$ cat config.mk
export PLATFORM = sky130hd
export DESIGN_NAME = led_addr_seq
export DESIGN_NICKNAME = d
export VERILOG_FILES = /design/src/rtl/led_addr_seq.sv
export SDC_FILE = /design/constraint.sdc
export NUM_CORES = 1
export LEC_CHECK = 0
export CORE_MARGIN = 2
export CORE_UTILIZATION = 52
export DETAILED_ROUTE_END_ITERATION = 10
export DONT_BUFFER_PORTS = 1
export GPL_TIMING_DRIVEN = 0
export PLACE_DENSITY = 0.69
export SYNTH_ARGS = -nofsm -noshare
export SYNTH_HDL_FRONTEND = slang
export SYNTH_SLANG_ARGS = --single-unit
$ cat constraint.sdc
create_clock -name clk -period 2.8 [get_ports clk]
set_clock_uncertainty 0.05 [all_clocks]
set_input_delay 0.56 -clock clk [delete_from_list [all_inputs] [get_ports clk]]
set_output_delay 0.56 -clock clk [all_outputs]
set_load 0.005 [all_outputs]
$ cat src/rtl/led_addr_seq.sv
// led_addr_seq: steps a 12-bit pattern-ROM address at a prescaled rate and
// latches the 4-bit ROM word into a registered LED output. The ROM has one
// cycle of read latency, so every address change is followed by a two-stage
// pending pipeline before the LED register is loaded and step pulses.
module led_addr_seq #(
  parameter int          PRESCALE   = 50000000,
  parameter logic [11:0] START_ADDR = 12'h000
) (
  input  logic        clk,
  input  logic        rst,
  input  logic        run,
  input  logic        dir,
  input  logic        clr,
  input  logic [3:0]  rom_data,
  output logic [11:0] addr,
  output logic        rom_en,
  output logic [3:0]  led,
  output logic        step
);

  localparam int          CNT_W   = 26;
  localparam logic [CNT_W-1:0] CNT_MAX = CNT_W'(PRESCALE - 1);

  typedef enum logic [1:0] {
    IDLE  = 2'd0,
    PRIME = 2'd1,
    RUN   = 2'd2,
    HOLD  = 2'd3
  } state_t;

  state_t             state_q, state_d;
  logic [CNT_W-1:0]   cnt_q, cnt_d;
  logic [11:0]        addr_q, addr_d;
  logic               pend_a_q, pend_a_d;  // address changed, ROM samples it this cycle
  logic               pend_b_q, pend_b_d;  // rom_data is valid this cycle
  logic [3:0]         led_q, led_d;
  logic               step_q, step_d;
  logic               tick;

  // Next-state, prescaler, address stepping and load pipeline; clr overrides all.
  always_comb begin
    state_d  = state_q;
    cnt_d    = cnt_q;
    addr_d   = addr_q;
    led_d    = led_q;
    step_d   = 1'b0;
    tick     = (state_q == RUN) && (cnt_q == CNT_MAX);
    pend_a_d = tick;
    // PRIME presents START_ADDR to the ROM, so its word is ready one cycle later.
    pend_b_d = pend_a_q || (state_q == PRIME);

    case (state_q)
      IDLE: begin
        if (run) state_d = PRIME;
      end
      PRIME: begin
        state_d = RUN;
      end
      RUN: begin
        if (!run) state_d = HOLD;
        cnt_d = tick ? '0 : cnt_q + CNT_W'(1);
      end
      HOLD: begin
        // Counter is frozen here so stepping resumes mid-interval.
        if (run) state_d = RUN;
      end
      default: state_d = IDLE;
    endcase

    if (tick) begin
      addr_d = dir ? (addr_q - 12'd1) : (addr_q + 12'd1);
    end

    // An in-flight load completes regardless of run.
    if (pend_b_q) begin
      led_d  = rom_data;
      step_d = 1'b1;
    end

    if (clr) begin
      state_d  = IDLE;
      addr_d   = START_ADDR;
      cnt_d    = '0;
      pend_a_d = 1'b0;
      pend_b_d = 1'b0;
      led_d    = 4'h0;
      step_d   = 1'b0;
    end
  end

  // State and datapath registers with synchronous reset taking precedence.
  always_ff @(posedge clk) begin
    if (rst) begin
      state_q  <= IDLE;
      cnt_q    <= '0;
      addr_q   <= START_ADDR;
      pend_a_q <= 1'b0;
      pend_b_q <= 1'b0;
      led_q    <= 4'h0;
      step_q   <= 1'b0;
    end else begin
      state_q  <= state_d;
      cnt_q    <= cnt_d;
      addr_q   <= addr_d;
      pend_a_q <= pend_a_d;
      pend_b_q <= pend_b_d;
      led_q    <= led_d;
      step_q   <= step_d;
    end
  end

  assign addr   = addr_q;
  assign rom_en = (state_q != IDLE);
  assign led    = led_q;
  assign step   = step_q;

endmodule

==> results of run 1 <==
-- layout by cell type, fill, tap and decap left out, types with 2 or more instances in the layout --
master | Yosys | layout
nor2_1 | 49 | 49
dfxtp_1 | 47 | 47
nand2_1 | 25 | 25
nand3_1 | 22 | 22
xor2_1 | 19 | 19
a21oi_1 | 15 | 15
nand4_1 | 11 | 11
ha_1 | 11 | 11
xnor2_1 | 10 | 10
mux2i_1 | 8 | 8
nor3_1 | 8 | 8
clkbuf_1 | 5 | 6
inv_1 | 5 | 5
buf_2 | 5 | 5
nor4_1 | 5 | 5
clkbuf_8 | 0 | 5
a21o_1 | 4 | 4
o21ai_0 | 4 | 4
nor3b_1 | 3 | 3
and3_1 | 3 | 3
or3_1 | 3 | 3
o211ai_1 | 3 | 3
nor4b_1 | 2 | 2
nand4b_1 | 2 | 2
or4_1 | 2 | 2
and2_1 | 2 | 2
o21a_1 | 2 | 2
nor2b_1 | 2 | 2
o31ai_1 | 2 | 2
-- power breakdown --
group          switching (mW)  total (mW)  internal [mW]
clock                   0.222       0.397          0.175
combinational          0.0304      0.0466         0.0162
sequential            0.00140       0.671          0.670
-- layer usage --
layer  part of all wire (%)  vias to the layer above  track usage, %  wire (um)
met3                    3.4                        6            4.56        161
met4                    1.5                        0            7.41         68
li1                       -                     1049               -          -
met1                     47                      905            24.1       2220
met2                     48                       27            31.0       2230
met5                      0                        -               0          0
-- final timing paths --
kind                                              end  cells past startpoint  slack [ns]                  start
worst max-delay path            addr[11]$_SDFFE_PP0P_                      7        0.46  cnt_q[0]$_SDFFE_PP0P_
worst min-delay path              led[0]$_SDFFE_PP0P_                      2        0.36            rom_data[0]
worst max register to register  addr[11]$_SDFFE_PP0P_                      7        0.46  cnt_q[0]$_SDFFE_PP0P_
worst min register to register    pend_b_q$_SDFF_PP0_                      2        0.40    pend_a_q$_SDFF_PP0_
-- critical path: cells and delay by family, from the launching register on --
| kind | cells | cell delay (ns) |
|---|---|---|
| AO/OA/AOI/OAI | 2 | 0.23 |
| adder cells (fa/ha/maj) | 1 | 0.27 |
| flip-flops | 1 | 0.40 |
| buffers and inverters | 1 | 0.36 |
| multiplexers | 1 | 0.19 |
| AND/OR/NAND/NOR | 2 | 0.76 |
-- logic make-up after synthesis --
family	synth area share [%]
AND/OR/NAND/NOR	29.9
flip-flops	38.3
AO/OA/AOI/OAI	9.06
XOR/XNOR	10.3
buffers and inverters	2.70
adder cells (fa/ha/maj)	6.42
multiplexers	3.26
-- registers in the layout, indices dropped and copies added, names as in the netlist --
| register | cells |
|---|---|
| cnt_q | 26 |
| addr | 12 |
| led | 4 |
| state_q | 2 |
| pend_a_q | 1 |
| pend_b_q | 1 |
| step | 1 |
-- area by class of cell --
type                    count  area, um2
multi-input cells         230       1450
clock buffers               6       72.6
fillers                   462       2020
clock inverters             2       12.5
well taps                  54       67.6
plain buffers              11       47.5
flip-flops and latches     47        941
inverters                   5       18.8
==> results.md, run 1 <==
- Final Hold Fails: 0
- CTS tree: done
- Syn Nets: 314
- RSZ-0062 raised after global routing: false
- Initial DRC count: 72
- Critical path endpoint category: flop
- Run status: completed
- HPWL after DPL: around 3500 um
- Max cap viols: 0
- # rows: 25
- Gp weighted congestion: between 0.8 and 0.9
- IO Port Bufs: 0
- Setup TNS: 0 ns
- Drt drc: 0
- Critical path, cell by cell: ha_1, nand4_4, nor4_1, buf_2, o31ai_1, o211ai_1, mux2i_1
- Critical path arrival: between 2 and 3 ns
- Post-synthesis sequential area ratio: 38.3%
- Final min period: approximately 2.3 ns
- Global Route Usage Sum: 19.0%
- Ant diodes: 0
- Largest net degree at the start of global routing: 17
- CTS Buffer Depth: 2
- Grt total ovfl: 0
- Setup violators final: 0
- Async set-reset flop share out of synthesis: 0%
- Gate Count Post-Synth: 293
- Routed len/inst: 13.2 um
- Post-DRT Antenna Nets: 0
- Post-CTS Setup Bufs: 0
- Hold Buf Count CTS: 0
- Most numerous cell in the Yosys netlist: nor2_1
- Full die area: between 5000 and 6000 um2
- Total power: about 1.1 mW
- Slew at the pin closest to its max-slew limit: about 0.72 ns
- Dpl cells: ~350
- Clk pin slew, worst setup/hold paths: 0.09 ns
- Post-synth EDFFs: 0
- CP Launch Type: flop
- Total CTS buffers: 5
- Finished Cell Area: between 2000 and 3000 um2
- Max stage delay cell, worst path: nor4_1
- CTS Sinks: 47
- Slew Viols, Final: 0
- WHS: between 0.3 and 0.4 ns
- Layout cell share with drive strength beyond 1: between 5 and 6%
- Final Non-Filler Cells: between 300 and 400
- Worst hold path type: in -> reg
- Avg Cell Area, Syn: 8.39 um2
- P&R area growth vs syn: 6.21%
- Top post-synthesis cells by count: nor2_1, dfxtp_1, nand2_1, nand3_1, xor2_1
- Leakage: slightly above 0.9 nW
- Synth Register Bits: between 40 and 50
- First-pass GRT wire length: approximately 8000 um
- Area after DPL: around 2500 um2
- Fin nets: 321
- Cell Pwr Density: about 430 nW/um2
- Vias in the first global route: around 1800
- Final Cycle Share: between 80% and 90%
- Area share of the largest cell type after synthesis: between 30% and 40%
- Core area: 4630 um2
- Critical path type: reg -> reg
- Top cells by area, synth: dfxtp_1, nor2_1, xor2_1
- Clk_lat worst skew: ~0.3 ns
- Ys flop type: dfxtp_1
- Dpl ws: approximately 0.29 ns
- YS warnings: 0
- Leading area contributor after synthesis: dfxtp_1
- Yosys cell types: 42
- Routed Wire Length: 4690 um
- Max Freq: ~430 MHz
- Worst setup margin: around 0.46 ns
- DRT Pass-1 Iters: 4
- Core Util, Final: 56.4%
- Initial core utilization: ~53%
- Worst slew margin: between 50% and 60%
- DIE WIDTH: about 73 um
- Mapped cell area: about 2500 um2
- Clock root buffer: clkbuf_8
- Antenna violations before repair: 0
- Slowest stage delay, CP: a little over 0.6 ns
- Peak VDD IR: 0.248 mV
- Critical Path Fanout Max: 10
- Via density: ~5.6
- Via count: 1987
- WP data required: roughly 3.0 ns
- Chip Height: between 70 and 80 um
- Post_cts resized: 0
- Io pins: 27
- H-tree levels: 2
(Power assumes the default switching activity.)
==> run 2, diff against run 1 <==
==> constraint.sdc (replaced) <==
create_clock -name clk -period 2.15 [get_ports clk]
set_clock_uncertainty 0.05 [all_clocks]
set_input_delay 0.43 -clock clk [delete_from_list [all_inputs] [get_ports clk]]
set_output_delay 0.43 -clock clk [all_outputs]
set_load 0.005 [all_outputs]
==> run 2 against run 1 <==
Net effect: die area did not move; fmax increased by 11%; highest routed layer unchanged; setup slack worse by 0.42 ns; hold slack got worse by 0.14 ns; combinational power is 49% higher.
==> results.md, run 2 (synthesized netlist as in run 1, its figures left out) <==
- Cell Pwr Density: 529 nW/um2 (was 427 nW/um2)
- Run status: completed (unchanged)
- Most frequent cells in the layout: nor2_1, dfxtp_1, nand2_1 (unchanged)
- HPWL after DPL: 3570 um (was 3460 um)
- Worst hold path type: in -> reg (unchanged)
- Final Non-Filler Cells: 356 (was 355)
- Critical path arrival: 2.31 ns (was 2.52 ns)
- Full die area: 5290 um2 (unchanged)
- Layout cell share with drive strength beyond 1: 13.6% (was 5.32%)
- Grt total ovfl: 0 (unchanged)
- Most common cell after layout, fill and taps aside: nor2_1 (unchanged)
- Ant diodes: 0 (unchanged)
- DIE WIDTH: 72.7 um (unchanged)
- Max Freq: 474 MHz (was 428 MHz)
- Final min period: 2.11 ns (was 2.34 ns)
- CP Launch Type: flop (unchanged)
- Total CTS buffers: 5 (unchanged)
- Area after DPL: 2530 um2 (was 2520 um2)
- Final Hold Fails: 0 (unchanged)
- Setup violators final: 0 (unchanged)
- Vias in the first global route: 1794 (was 1771)
- Slew Viols, Final: 0 (unchanged)
- WP data required: 2.35 ns (was 2.99 ns)
- Critical Path Fanout Max: 7 (was 10)
- Worst slew margin: 50.6% (was 51.7%)
- Clock root buffer: clkbuf_8 (unchanged)
- Clk_lat worst skew: 0.31 ns (was 0.30 ns)
- RSZ-0062 raised after global routing: true (was false)
- Setup TNS: 0 ns (unchanged)
- First-pass GRT wire length: 8310 um (was 7850 um)
- Chip Height: 72.7 um (unchanged)
- Worst setup margin: 0.0409 ns (was 0.464 ns)
- DRT Pass-1 Iters: 4 (unchanged)
- Worst hold stages: 2 (unchanged)
- Fillers: 421 (was 462)
- Core area: 4630 um2 (unchanged)
- Final Cycle Share: 98.1% (was 83.4%)
- Drt drc: 0 (unchanged)
- CTS Buffer Depth: 2 (unchanged)
- Antenna violations before repair: 0 (unchanged)
- Peak VDD IR: 0.409 mV (was 0.248 mV)
- Max cap viols: 0 (unchanged)
- IO Port Bufs: 0 (unchanged)
- Initial DRC count: 90 (was 72)
- H-tree levels: 2 (unchanged)
- # rows: 25 (unchanged)
- Dpl cells: 347 (unchanged)
- Initial core utilization: 53.1% (unchanged)
- Sequential cell area: 961 um2 (was 941 um2)
- Critical path type: reg -> reg (unchanged)
- CTS tree: done (unchanged)
- Post-DRT Antenna Nets: 0 (unchanged)
- P&R area growth vs syn: 12.9% (was 6.21%)
- Routed Wire Length: 5210 um (was 4690 um)
- Io pins: 27 (unchanged)
- Via density: 5.76 (was 5.60)
- Critical path endpoint category: flop (unchanged)
- Max reg flops: 26 (unchanged)
- Total power: 1.47 mW (was 1.11 mW)
- Leakage: 0.977 nW (was 0.927 nW)
- Multi-input logic area: 1570 um2 (was 1450 um2)
- Global Route Usage Sum: 19.8% (was 19.0%)
- CTS Sinks: 47 (unchanged)
- Largest net degree at the start of global routing: 17 (unchanged)
- Clk pin slew, worst setup/hold paths: 0.09 ns (about the same)
- Reg with most FFs: cnt_q (unchanged)
- Gp weighted congestion: 0.865 (was 0.844)
- Fin nets: 322 (was 321)
- Slew at the pin closest to its max-slew limit: 0.738 ns (was 0.721 ns)
- Routed len/inst: 14.6 um (was 13.2 um)
- Via count: 2051 (was 1987)
- Dpl ws: -0.197 ns (was 0.288 ns)
- Finished Cell Area: 2770 um2 (was 2610 um2)
- Worst Reg-to-Reg Cells: 6 (was 7)
run 2: cell types whose count changed in the layout (fill, tap and decap cells not counted), sizes merged:
cell      before  now
buf            6    8
clkinvlp       1    0
run 2: path summary, 6_finish.rpt:
check,startpoint,end,slack [ns]
setup / recovery,cnt_q[18]$_SDFFE_PP0P_,addr[8]$_SDFFE_PP0P_,0.04
hold / removal,rom_data[3],led[3]$_SDFFE_PP0P_,0.23
setup reg to reg,cnt_q[18]$_SDFFE_PP0P_,addr[8]$_SDFFE_PP0P_,0.04
hold reg to reg,pend_a_q$_SDFF_PP0_,pend_b_q$_SDFF_PP0_,0.39
run 2: layout make-up:
| class | instances | share of cell area, % |
|---|---|---|
| plain buffers | 10 | 2.07 |
| clock buffers | 7 | 2.75 |
| clock inverters | 1 | 0.180 |
| inverters | 5 | 0.677 |
| multi-input cells | 230 | 56.7 |
| flip-flops and latches | 47 | 34.6 |
| well taps | 54 | 2.44 |
| repair buffers | 2 | 0.541 |
run 2: timing repair:
action / in CTS / in global routing
hold buffers: 0 / 0
setup buffers: 0 / 2
setup endpoints to repair: 13 / 33
resized for setup: 5 / 38
pin swaps: 1 / 7
run 2: metrics by stage:
stage          hold WS (ns)  utilization [%]
2_1_floorplan         0.363                -
4_1_cts               0.226             56.8
6_report              0.225             59.9
5_1_grt               0.230             59.9
3_3_place_gp          0.380             54.7
3_5_place_dp          0.384             54.7
run 2: power breakdown:
group          switching, mW  total, mW  internal, mW
combinational         0.0439     0.0693        0.0254
sequential           0.00180      0.871         0.869
clock                  0.297      0.526         0.229
run 2: per-layer routing:
layer	global-route usage (%)	part of all wire, %	wire length, um
met4	5.56	1.9	99
met5	0	0	0
met3	3.73	3.2	166
met1	26.9	47	2440
met2	32.2	48	2510
run 2: critical path: stages (launching register included):
cell,delay [ns]
dfxtp_4,0.37
nor4b_4,0.27
nand4b_1,0.14
or4_1,0.53
buf_6,0.15
or4_1,0.47
nand3_1,0.08
